===== src/rtl/gam_winner_search_if.sv =====
// Memory-layer read port used by gam_winner_search: node address/enables out, node data back.
// The memory side answers combinationally within the same cycle.
interface gam_winner_search_if #(
  parameter int unsigned DIM    = 4,
  parameter int unsigned ELEM_W = 16
);
  logic [31:0]           mem_class_o;
  logic [31:0]           mem_node_o;
  logic                  mem_rd_wr_o;
  logic                  mem_W_c_o;
  logic                  mem_T_c_o;
  logic [DIM*ELEM_W-1:0] mem_W_i;
  logic [31:0]           mem_Th_i;

  modport master (
    output mem_class_o,
    output mem_node_o,
    output mem_rd_wr_o,
    output mem_W_c_o,
    output mem_T_c_o,
    input  mem_W_i,
    input  mem_Th_i
  );

  modport slave (
    input  mem_class_o,
    input  mem_node_o,
    input  mem_rd_wr_o,
    input  mem_W_c_o,
    input  mem_T_c_o,
    output mem_W_i,
    output mem_Th_i
  );
endinterface


===== src/rtl/gam_winner_search.sv =====
// Sequential first/second nearest-node search over one class of the GAM memory layer.
// Optional GAM_WINNER_NOVELTY_EN builds the registered win1_dist > win1_th novelty flag.
module gam_winner_search #(
  parameter int unsigned DIM      = 4,
  parameter int unsigned ELEM_W   = 16,
  parameter int unsigned NODE_MAX = 16,
  parameter int unsigned DIST_W   = 40
) (
  input  logic                  clk,
  input  logic                  rst,
  input  logic                  start,
  input  logic [31:0]           class_i,
  input  logic [31:0]           node_count,
  input  logic [DIM*ELEM_W-1:0] X_i,
  gam_winner_search_if.master   mem,
  output logic                  busy,
  output logic                  done,
  output logic [31:0]           win1_node,
  output logic [DIST_W-1:0]     win1_dist,
  output logic [31:0]           win1_th,
  output logic [31:0]           win2_node,
  output logic [DIST_W-1:0]     win2_dist,
  output logic                  win2_valid,
  output logic                  err_empty,
  output logic                  novel
);

  localparam int unsigned CntW = $clog2(NODE_MAX + 1);
  localparam int unsigned KW   = (DIM > 1) ? $clog2(DIM) : 1;
  localparam int unsigned SqW  = 2 * ELEM_W + 2;
  localparam int unsigned SumW = ((DIST_W > SqW) ? DIST_W : SqW) + 1;
  localparam logic [DIST_W-1:0] DistMax = '1;
  // RD_WR_T encoding: READ is 0.
  localparam logic RdWrRead = 1'b0;

  typedef enum logic [2:0] {StIdle, StFetch, StAcc, StCmp, StFin} state_e;

  state_e state_q, state_d;

  logic [31:0]           class_q, class_d;
  logic [CntW-1:0]       cnt_q, cnt_d, n_q, n_d, cnt_clamp;
  logic [CntW-1:0]       w1n_q, w1n_d, w2n_q, w2n_d;
  logic [KW-1:0]         k_q, k_d;
  logic [DIM*ELEM_W-1:0] x_q, x_d, w_q, w_d;
  logic [31:0]           th_q, th_d, w1t_q, w1t_d;
  logic [DIST_W-1:0]     acc_q, acc_d, w1d_q, w1d_d, w2d_q, w2d_d;
  logic                  busy_q, busy_d, done_q, done_d;
  logic                  w2v_q, w2v_d, err_q, err_d;
  logic                  accept;

  logic signed [ELEM_W-1:0] x_el, w_el;
  logic signed [ELEM_W:0]   diff;
  logic signed [SqW-1:0]    diff_ext, sq_s;
  logic [SumW-1:0]          sum;
  logic [DIST_W-1:0]        acc_sat;

  assign accept = (state_q == StIdle) && start;

  // Negative or zero counts mean an empty class; large counts clamp to the table size.
  always_comb begin
    cnt_clamp = '0;
    if (!node_count[31] && (node_count != '0)) begin
      if (node_count > 32'(NODE_MAX)) begin
        cnt_clamp = CntW'(NODE_MAX);
      end else begin
        cnt_clamp = node_count[CntW-1:0];
      end
    end
  end

  // One element per ACC cycle; the square of a widened difference is never negative.
  assign x_el     = x_q[int'(k_q) * ELEM_W +: ELEM_W];
  assign w_el     = w_q[int'(k_q) * ELEM_W +: ELEM_W];
  assign diff     = {x_el[ELEM_W-1], x_el} - {w_el[ELEM_W-1], w_el};
  assign diff_ext = SqW'(diff);
  assign sq_s     = diff_ext * diff_ext;
  assign sum      = SumW'(acc_q) + SumW'(unsigned'(sq_s));
  assign acc_sat  = (sum > SumW'(DistMax)) ? DistMax : sum[DIST_W-1:0];

  always_comb begin
    state_d = state_q;
    case (state_q)
      StIdle:  if (start) state_d = (cnt_clamp == '0) ? StFin : StFetch;
      StFetch: state_d = StAcc;
      StAcc:   if (k_q == KW'(DIM - 1)) state_d = StCmp;
      StCmp:   state_d = ((n_q + CntW'(1)) < cnt_q) ? StFetch : StFin;
      StFin:   state_d = StIdle;
      default: state_d = StIdle;
    endcase
  end

  always_comb begin
    class_d = class_q;
    cnt_d   = cnt_q;
    n_d     = n_q;
    k_d     = k_q;
    x_d     = x_q;
    w_d     = w_q;
    th_d    = th_q;
    acc_d   = acc_q;
    w1n_d   = w1n_q;
    w1d_d   = w1d_q;
    w1t_d   = w1t_q;
    w2n_d   = w2n_q;
    w2d_d   = w2d_q;
    w2v_d   = w2v_q;
    err_d   = err_q;
    busy_d  = busy_q;
    done_d  = (state_q == StFin);
    case (state_q)
      StIdle: begin
        if (start) begin
          class_d = class_i;
          x_d     = X_i;
          cnt_d   = cnt_clamp;
          n_d     = '0;
          busy_d  = 1'b1;
          w1n_d   = '0;
          w1d_d   = DistMax;
          w1t_d   = '0;
          w2n_d   = '0;
          w2d_d   = DistMax;
          w2v_d   = 1'b0;
          err_d   = 1'b0;
        end
      end
      StFetch: begin
        w_d   = mem.mem_W_i;
        th_d  = mem.mem_Th_i;
        acc_d = '0;
        k_d   = '0;
      end
      StAcc: begin
        acc_d = acc_sat;
        k_d   = k_q + KW'(1);
      end
      StCmp: begin
        // Strict compares: on a tie the earlier (lower index) node keeps its place.
        if (acc_q < w1d_q) begin
          w2n_d = w1n_q;
          w2d_d = w1d_q;
          w1n_d = n_q;
          w1d_d = acc_q;
          w1t_d = th_q;
        end else if (acc_q < w2d_q) begin
          w2n_d = n_q;
          w2d_d = acc_q;
        end
        n_d = n_q + CntW'(1);
      end
      StFin: begin
        busy_d = 1'b0;
        err_d  = (cnt_q == '0);
        w2v_d  = (cnt_q >= CntW'(2));
      end
      default: ;
    endcase
  end

  always_ff @(posedge clk) begin
    if (rst) begin
      state_q <= StIdle;
      class_q <= '0;
      cnt_q   <= '0;
      n_q     <= '0;
      k_q     <= '0;
      x_q     <= '0;
      w_q     <= '0;
      th_q    <= '0;
      acc_q   <= '0;
      w1n_q   <= '0;
      w1d_q   <= DistMax;
      w1t_q   <= '0;
      w2n_q   <= '0;
      w2d_q   <= DistMax;
      w2v_q   <= 1'b0;
      err_q   <= 1'b0;
      busy_q  <= 1'b0;
      done_q  <= 1'b0;
    end else begin
      state_q <= state_d;
      class_q <= class_d;
      cnt_q   <= cnt_d;
      n_q     <= n_d;
      k_q     <= k_d;
      x_q     <= x_d;
      w_q     <= w_d;
      th_q    <= th_d;
      acc_q   <= acc_d;
      w1n_q   <= w1n_d;
      w1d_q   <= w1d_d;
      w1t_q   <= w1t_d;
      w2n_q   <= w2n_d;
      w2d_q   <= w2d_d;
      w2v_q   <= w2v_d;
      err_q   <= err_d;
      busy_q  <= busy_d;
      done_q  <= done_d;
    end
  end

`ifdef GAM_WINNER_NOVELTY_EN
  localparam int unsigned CmpW = (DIST_W > 32) ? DIST_W : 32;

  logic        novel_q, novel_d;
  logic [31:0] th_pos;

  // A negative threshold counts as zero.
  assign th_pos = w1t_q[31] ? 32'd0 : w1t_q;

  always_comb begin
    novel_d = novel_q;
    if (accept) begin
      novel_d = 1'b0;
    end else if (state_q == StFin) begin
      novel_d = (cnt_q != '0) && (CmpW'(w1d_q) > CmpW'(th_pos));
    end
  end

  always_ff @(posedge clk) begin
    if (rst) begin
      novel_q <= 1'b0;
    end else begin
      novel_q <= novel_d;
    end
  end

  assign novel = novel_q;
`else
  assign novel = 1'b0;
`endif

  assign mem.mem_class_o = class_q;
  assign mem.mem_node_o  = 32'(n_q);
  assign mem.mem_rd_wr_o = RdWrRead;
  assign mem.mem_W_c_o   = (state_q == StFetch);
  assign mem.mem_T_c_o   = (state_q == StFetch);

  assign busy       = busy_q;
  assign done       = done_q;
  assign win1_node  = 32'(w1n_q);
  assign win1_dist  = w1d_q;
  assign win1_th    = w1t_q;
  assign win2_node  = 32'(w2n_q);
  assign win2_dist  = w2d_q;
  assign win2_valid = w2v_q;
  assign err_empty  = err_q;

endmodule

===== src/flat_wrapper.sv =====
// flat-port wrapper written by rule: the top's interface ports become plain ports
module gam_winner_search_flat 
#(
  parameter int unsigned DIM      = 4,
  parameter int unsigned ELEM_W   = 16,
  parameter int unsigned NODE_MAX = 16,
  parameter int unsigned DIST_W   = 40
)
  (clk, rst, start, class_i, node_count, X_i, busy, done, win1_node, win1_dist, win1_th, win2_node, win2_dist, win2_valid, err_empty, novel, mem_mem_class_o, mem_mem_node_o, mem_mem_rd_wr_o, mem_mem_W_c_o, mem_mem_T_c_o, mem_mem_W_i, mem_mem_Th_i);
  gam_winner_search_if #(.DIM(DIM), .ELEM_W(ELEM_W)) mem_i ();
  input  logic clk;
  input  logic rst;
  input  logic start;
  input  logic [31:0] class_i;
  input  logic [31:0] node_count;
  input  logic [DIM*ELEM_W-1:0] X_i;
  output logic busy;
  output logic done;
  output logic [31:0] win1_node;
  output logic [DIST_W-1:0] win1_dist;
  output logic [31:0] win1_th;
  output logic [31:0] win2_node;
  output logic [DIST_W-1:0] win2_dist;
  output logic win2_valid;
  output logic err_empty;
  output logic novel;
  output wire logic [$bits(mem_i.mem_class_o)-1:0] mem_mem_class_o;
  output wire logic [$bits(mem_i.mem_node_o)-1:0] mem_mem_node_o;
  output wire logic [$bits(mem_i.mem_rd_wr_o)-1:0] mem_mem_rd_wr_o;
  output wire logic [$bits(mem_i.mem_W_c_o)-1:0] mem_mem_W_c_o;
  output wire logic [$bits(mem_i.mem_T_c_o)-1:0] mem_mem_T_c_o;
  input wire logic [$bits(mem_i.mem_W_i)-1:0] mem_mem_W_i;
  input wire logic [$bits(mem_i.mem_Th_i)-1:0] mem_mem_Th_i;
  assign mem_mem_class_o = mem_i.mem_class_o;
  assign mem_mem_node_o = mem_i.mem_node_o;
  assign mem_mem_rd_wr_o = mem_i.mem_rd_wr_o;
  assign mem_mem_W_c_o = mem_i.mem_W_c_o;
  assign mem_mem_T_c_o = mem_i.mem_T_c_o;
  assign mem_i.mem_W_i = mem_mem_W_i;
  assign mem_i.mem_Th_i = mem_mem_Th_i;
  gam_winner_search #(.DIM(DIM), .ELEM_W(ELEM_W), .NODE_MAX(NODE_MAX), .DIST_W(DIST_W)) u_core (.clk(clk), .rst(rst), .start(start), .class_i(class_i), .node_count(node_count), .X_i(X_i), .mem(mem_i), .busy(busy), .done(done), .win1_node(win1_node), .win1_dist(win1_dist), .win1_th(win1_th), .win2_node(win2_node), .win2_dist(win2_dist), .win2_valid(win2_valid), .err_empty(err_empty), .novel(novel));
endmodule

===== config.mk =====
export PLATFORM = sky130hd
export DESIGN_NAME = gam_winner_search_flat
export DESIGN_NICKNAME = d
export VERILOG_FILES = /design/src/rtl/gam_winner_search_if.sv /design/src/rtl/gam_winner_search.sv /design/src/flat_wrapper.sv
export SDC_FILE = /design/constraint.sdc
export NUM_CORES = 2
export LEC_CHECK = 0
export CORE_MARGIN = 4
export CORE_UTILIZATION = 60
export DETAILED_ROUTE_END_ITERATION = 8
export PLACE_DENSITY = 0.93
export SLEW_MARGIN = 20
export SYNTH_ARGS = -nofsm -noshare
export SYNTH_HDL_FRONTEND = slang
export SYNTH_SLANG_ARGS = --single-unit

===== constraint.sdc =====
create_clock -name clk -period 19.6 [get_ports clk]
set_clock_uncertainty 0.05 [all_clocks]
set_input_delay 2.94 -clock clk [delete_from_list [all_inputs] [get_ports clk]]
set_output_delay 2.94 -clock clk [all_outputs]
set_load 0.01 [all_outputs]

==> Yosys cells after proc, flatten, opt, wreduce, memory -nomap -nowiden <==
Cells that the tools add are included.
{ "totals": {"register_bits": 373, "in_bits": 227, "out_inout_bits": 248, "word_cells": 86} }
{ "op_classes": {"add_sub_neg": 4, "multipliers": 1, "order_cmp": 6, "n_eq_ne": 9, "n_shift": 2, "mux": 31, "n_reduce_logical": 15} }
{ "op_table": {"columns": ["op", "n"], "rows": [
  ["$pmux W40 S2", 3],
  ["$mux W40", 5],
  ["$shiftx A64 B7 Y16", 2],
  ["$lt A40 B40 Y1", 2],
  ["$mux W32", 2],
  ["$pmux W32 S2", 1],
  ["$add A40 B34 Y41", 1],
  ["$gt A41 B40 Y1 const B", 1],
  ["$mul A17 B17 Y34", 1],
  ["$gt A32 B5 Y1 const B", 1],
  ["$reduce_bool A32 Y1", 1],
  ["$mux W5", 6],
  ["$pmux W5 S2", 3],
  ["$sub A16 B16 Y17", 1],
  ["$mux W3", 4],
  ["$pmux W3 S4", 1],
  ["$logic_not A5 Y1", 2],
  ["$reduce_and A2 Y1", 4],
  ["$eq A3 B2 Y1 const B", 2],
  ["$pmux W1 S2", 3],
  ["$reduce_and A3 Y1", 2],
  ["$reduce_bool A2 Y1", 3],
  ["$add A5 B1 Y5 const B", 1],
  ["$ge A5 B2 Y1 const B", 1],
  ["other kinds (13)", 15]
]} }

==> Longest topological paths before layout <==
{ "logic_depth": {"ltp_word": 7, "mapped_depth": 48, "ltp_nobuf": 46} }

==> Worst setup path after synthesis <==
No wires, ideal clock.
{ "synth_timing": {"path_type": "register -> register", "startpoint": "reg u_core.k_q[0]", "endpoint": "reg u_core.acc_q[35]", "setup_time_ps": 133, "arrival_time_ps": 11347, "t_required_ps": 19417, "slack_ps": 8070, "path_stages_with_launch": 46, "n_path_buf": 4, "synth_period_minus_slack_ps": 11530, "cell_sequence": "dfxtp_1 clkbuf_1 buf_1 mux4_2 inv_1 ha_1 inv_1 fa_1 a21o_1 a21o_1 a21oi_1 o21ai_0 a221oi_1 a211o_1 nor2_1 o31ai_1 clkinv_1 clkbuf_1 (+10 left out) inv_1 ha_1 a21o_1 a21o_1 a21o_1 a211oi_1 o21bai_1 a21oi_1 xnor2_1 ha_1 a21o_1 a21o_1 a21oi_1 o21ai_0 o21bai_1 clkbuf_1 or2_1 a31oi_1"} }
{ "synth_between": {"elab_chain_cells": 7, "word_cells_on_any_way": 8, "classes_between": "add/sub: 2; mul: 1; order compare: 1; shift: 2; mux: 2"} }
{ "synth_lines": {"columns": ["item", "line", "rtl"], "rows": [
  ["start: declaration", "gam_winner_search.sv:43", "logic [KW-1:0] k_q, k_d;"],
  ["start signal: assignment", "gam_winner_search.sv:185", "k_q <= k_d;"],
  ["$shiftx A64 B7 Y16, on equally long branches", "gam_winner_search.sv:72, gam_winner_search.sv:73", null],
  ["$sub A16 B16 Y17 (*)", "gam_winner_search.sv:74", "assign diff = {x_el[ELEM_W-1], x_el} - {w_el[ELEM_W-1], w_el};"],
  ["$mul A17 B17 Y34 (*)", "gam_winner_search.sv:76", "assign sq_s = diff_ext * diff_ext;"],
  ["$add A40 B34 Y41 (*)", "gam_winner_search.sv:77", "assign sum = SumW'(acc_q) + SumW'(unsigned'(sq_s));"],
  ["$gt A41 B40 Y1", "gam_winner_search.sv:78", "assign acc_sat = (sum > SumW'(DistMax)) ? DistMax : sum[DIST_W-1:0];"],
  ["$mux W40 (*)", "gam_winner_search.sv:78", null],
  ["$pmux W40 S2 (*)", "gam_winner_search.sv:110", "case (state_q)"],
  ["end signal: assignment", "gam_winner_search.sv:170", "acc_q <= '0;"],
  ["end signal: assignment", "gam_winner_search.sv:189", "acc_q <= acc_d;"],
  ["end: declaration", "gam_winner_search.sv:46", "logic [DIST_W-1:0] acc_q, acc_d, w1d_q, w1d_d, w2d_q, w2d_d;"]
]} }
Every way passes the cells marked *; elsewhere a longest branch is shown, timed or not.
A chain may end at the register's enable or synchronous reset.

==> Final worst setup path <==
{ "layout_timing": {"startpoint": "reg u_core.k_q[0]", "endpoint": "reg u_core.acc_q[18]"} }
Same word-level chain as after synthesis.

==> results.toml <==
[outcome]
outcome = "finished, final reports clean"

[logic_synthesis]
syn_area_per_cell_um2 = 8.44
yosys-top-cells-count = "nand2_1 (537), inv_1 (471), a21oi_1 (434), dfxtp_1 (373), fa_1 (272)"
synth_cell_types = 71
syn_area_um2 = 29400
yosys.area_share.simple = 0.147
synth_top_family_by_area = "adder cells"
synth_top_area_share = 0.254
synth-adder-area-share = 0.279
synth-edff-count = 0
synth.most_common_cell = "nand2_1"
ys_warn_count = 0
synthMuxAreaShare = 0.0278
synth_xor_area_frac = 0.0257
ys_seq_area_frac = 0.254
yosys-top-cells-area = "dfxtp_1 (25%), fa_1 (19%), ha_1 (9.4%)"
synth_compound_area_frac = 0.159
synth-main-ff-cell = "dfxtp_1"
synth-async-reset-ratio = 0
ys_ff_latch = 373
synth_cells = 3478
synth_top_area_cell = "dfxtp_1"

[global_route]
grt_max_degree = 124
grt-ovfl-total = 0
grt_pass1_wl_um = 142000
antenna_found_initial = 8
grt_pass1_vias = 27099
grt_util_all_layers = 0.332

[cells_and_area]
fin_nets = 4477
instances_no_fill = 4403
multi_input_area_um2 = 19100
syn2layout_area_growth_pct = 17.9
drive_gt1_frac = 0.0415
seqCellArea_um2 = 7470
nFillCells = 3238

[timing]
min_period_ps = 14060
period_share = 0.717
tightest_slew_ps = 1110
fmax_ghz = 0.0711
setup_ws_ps = 5540
rsz0062_at_grt = "false"
slew_violations = 0
fin_setup_tns_ps = 0
hold_violations = 0
maxSlewHeadroom = 0.259
setup_viol = 0

[floorplanning]
rows = 80
core_area_um2 = 48000
die_width_um = 229
start_util = 0.611
die_h_um = 229
die_area_um2 = 52500
ios = 475

[flow_run]
cap_violations = 0

[placement]
pre_cts_ws_ps = 5780
dp_cells = 4332
hpwlAfterDp_um = 65700
io_buffers = 391
gp_congestion = 0.994

[setup_path]
startpoint = "u_core.k_q[0]"
worst-endpoint-arrival_ps = 14430
path_class = "register to register"
r2r-start = "u_core.k_q[0]"
cp_max_fo = 30
critPathMaxStageDelay_ps = 980
cp.required_ps = 19970
crit_path_start_kind = "register"
end_kind = "register"
crit_slowest_cell = "clkinv_1"

[hold_path]
hp-class = "register to register"
hp-start = "u_core.mem.mem_class_o[22]"

[clock_tree]
cts.sinks = 373
clk_path_buf_depth = 3
post_cts_buffers = 0
cts_tree = "done"
ctsHtreeMaxLevel = 2
clkLatencyLatePin_ps = 570
cts.reportedPaths.clkPinSlew_ps = 60
hold_buffers = 0
cts_resized = 0
cts_root_buf = "clkbuf_16"
cts_made_buffers = 39

[drt]
wl_per_cell_um = 20.6
wirelength_um = 90600
drt_iter0_markers = 3059
first_pass_iters = 8
drcViolationCount = 0
routed_via_density = 6.08
ant_nets = 0
num_vias = 26775
==> worst max-delay path, delay by kind of cell (launching register included) <==
kind	cells	cell delay (ps)
XOR/XNOR	1	170
buffers and inverters	9	2380
multiplexers	1	570
AO/OA/AOI/OAI	19	4750
AND/OR/NAND/NOR	3	1000
flip-flops	1	400
adder cells (fa/ha/maj)	10	4580
==> per-stage QoR <==
stage	util	area, um2	hold slack (ps)
floorplan	-	29700	382
global placement	0.693	33300	387
detailed placement	0.693	33300	394
CTS	0.720	34600	400
global route	0.720	34600	417
finish	0.721	34600	403
==> placed cells by master, fill, tap and decap left out, types with 9 or more instances in the layout <==
cell type,netlist,layout
nand2_1,537,537
inv_1,471,471
a21oi_1,434,433
clkdlybuf4s50_1,0,390
dfxtp_1,373,372
fa_1,272,272
ha_1,220,220
nor2_1,150,150
nor3_1,89,88
conb_1,1,83
a21o_1,81,81
o21ai_0,69,69
xnor2_1,54,53
nand3b_1,41,41
a2bb2oi_1,40,40
clkbuf_16,0,39
mux4_2,32,32
xor2_1,32,32
buf_4,85,29
a211oi_1,26,26
nand4_1,25,25
and2_1,21,20
nand3_1,19,19
nand2b_1,18,18
a311oi_1,18,18
o211ai_1,13,13
or3_1,14,13
nor2b_1,11,11
o21bai_1,11,11
and3_1,10,10
o21a_1,10,10
nor4_1,10,10
clkinv_2,0,9
==> flip-flops by register name, indices dropped and copies added, names as in the netlist, 3 cells and up <==
| signal | count |
|---|---|
| u_core.w_q | 64 |
| u_core.mem.mem_class_o | 32 |
| u_core.win2_dist | 40 |
| u_core.x_q | 64 |
| u_core.w1n_q | 5 |
| u_core.acc_q | 40 |
| u_core.win1_th | 32 |
| u_core.win1_dist | 40 |
| u_core.th_q | 32 |
| u_core.w2n_q | 5 |
| u_core.state_q | 3 |
| u_core.n_q | 5 |
| u_core.cnt_q | 5 |
==> worst paths after layout <==
path                            cells after the start  slack (ps)                          to
worst max-delay path                               43        5540            u_core.acc_q[18]
worst max register to register                     43        5540            u_core.acc_q[18]
worst min-delay path                                2         400  u_core.mem.mem_class_o[22]
worst min register to register                      2         400  u_core.mem.mem_class_o[22]
==> routing by layer <==
layer,vias up,part of all wire,GRT usage
met5,-,0.00070,0
met4,10,0.067,0.180
met3,409,0.10,0.0793
met2,1679,0.48,0.556
met1,12825,0.35,0.397
li1,11852,-,-
==> logic make-up after synthesis <==
group | count (synthesis)
flops | 373
mux | 41
simple gates | 972
xor+xnor | 86
fa+ha+maj | 492
buf+inv | 743
compound gates | 770
other cells | 1
==> final cells by class <==
type | instances | share of cell area
Multi-Input combinational cell | 2444 | 0.552
Sequential cell | 373 | 0.216
Timing Repair Buffer | 422 | 0.120
Inverter | 478 | 0.0519
Clock buffer | 47 | 0.0293
Tap cell | 615 | 0.0222
Clock inverter | 21 | 0.00810
Antenna cell | 3 | 0.000217
Power is left out: the tool's default activity adds up to more than one toggle a clock period on the data nets, which glitch-free logic cannot reach.
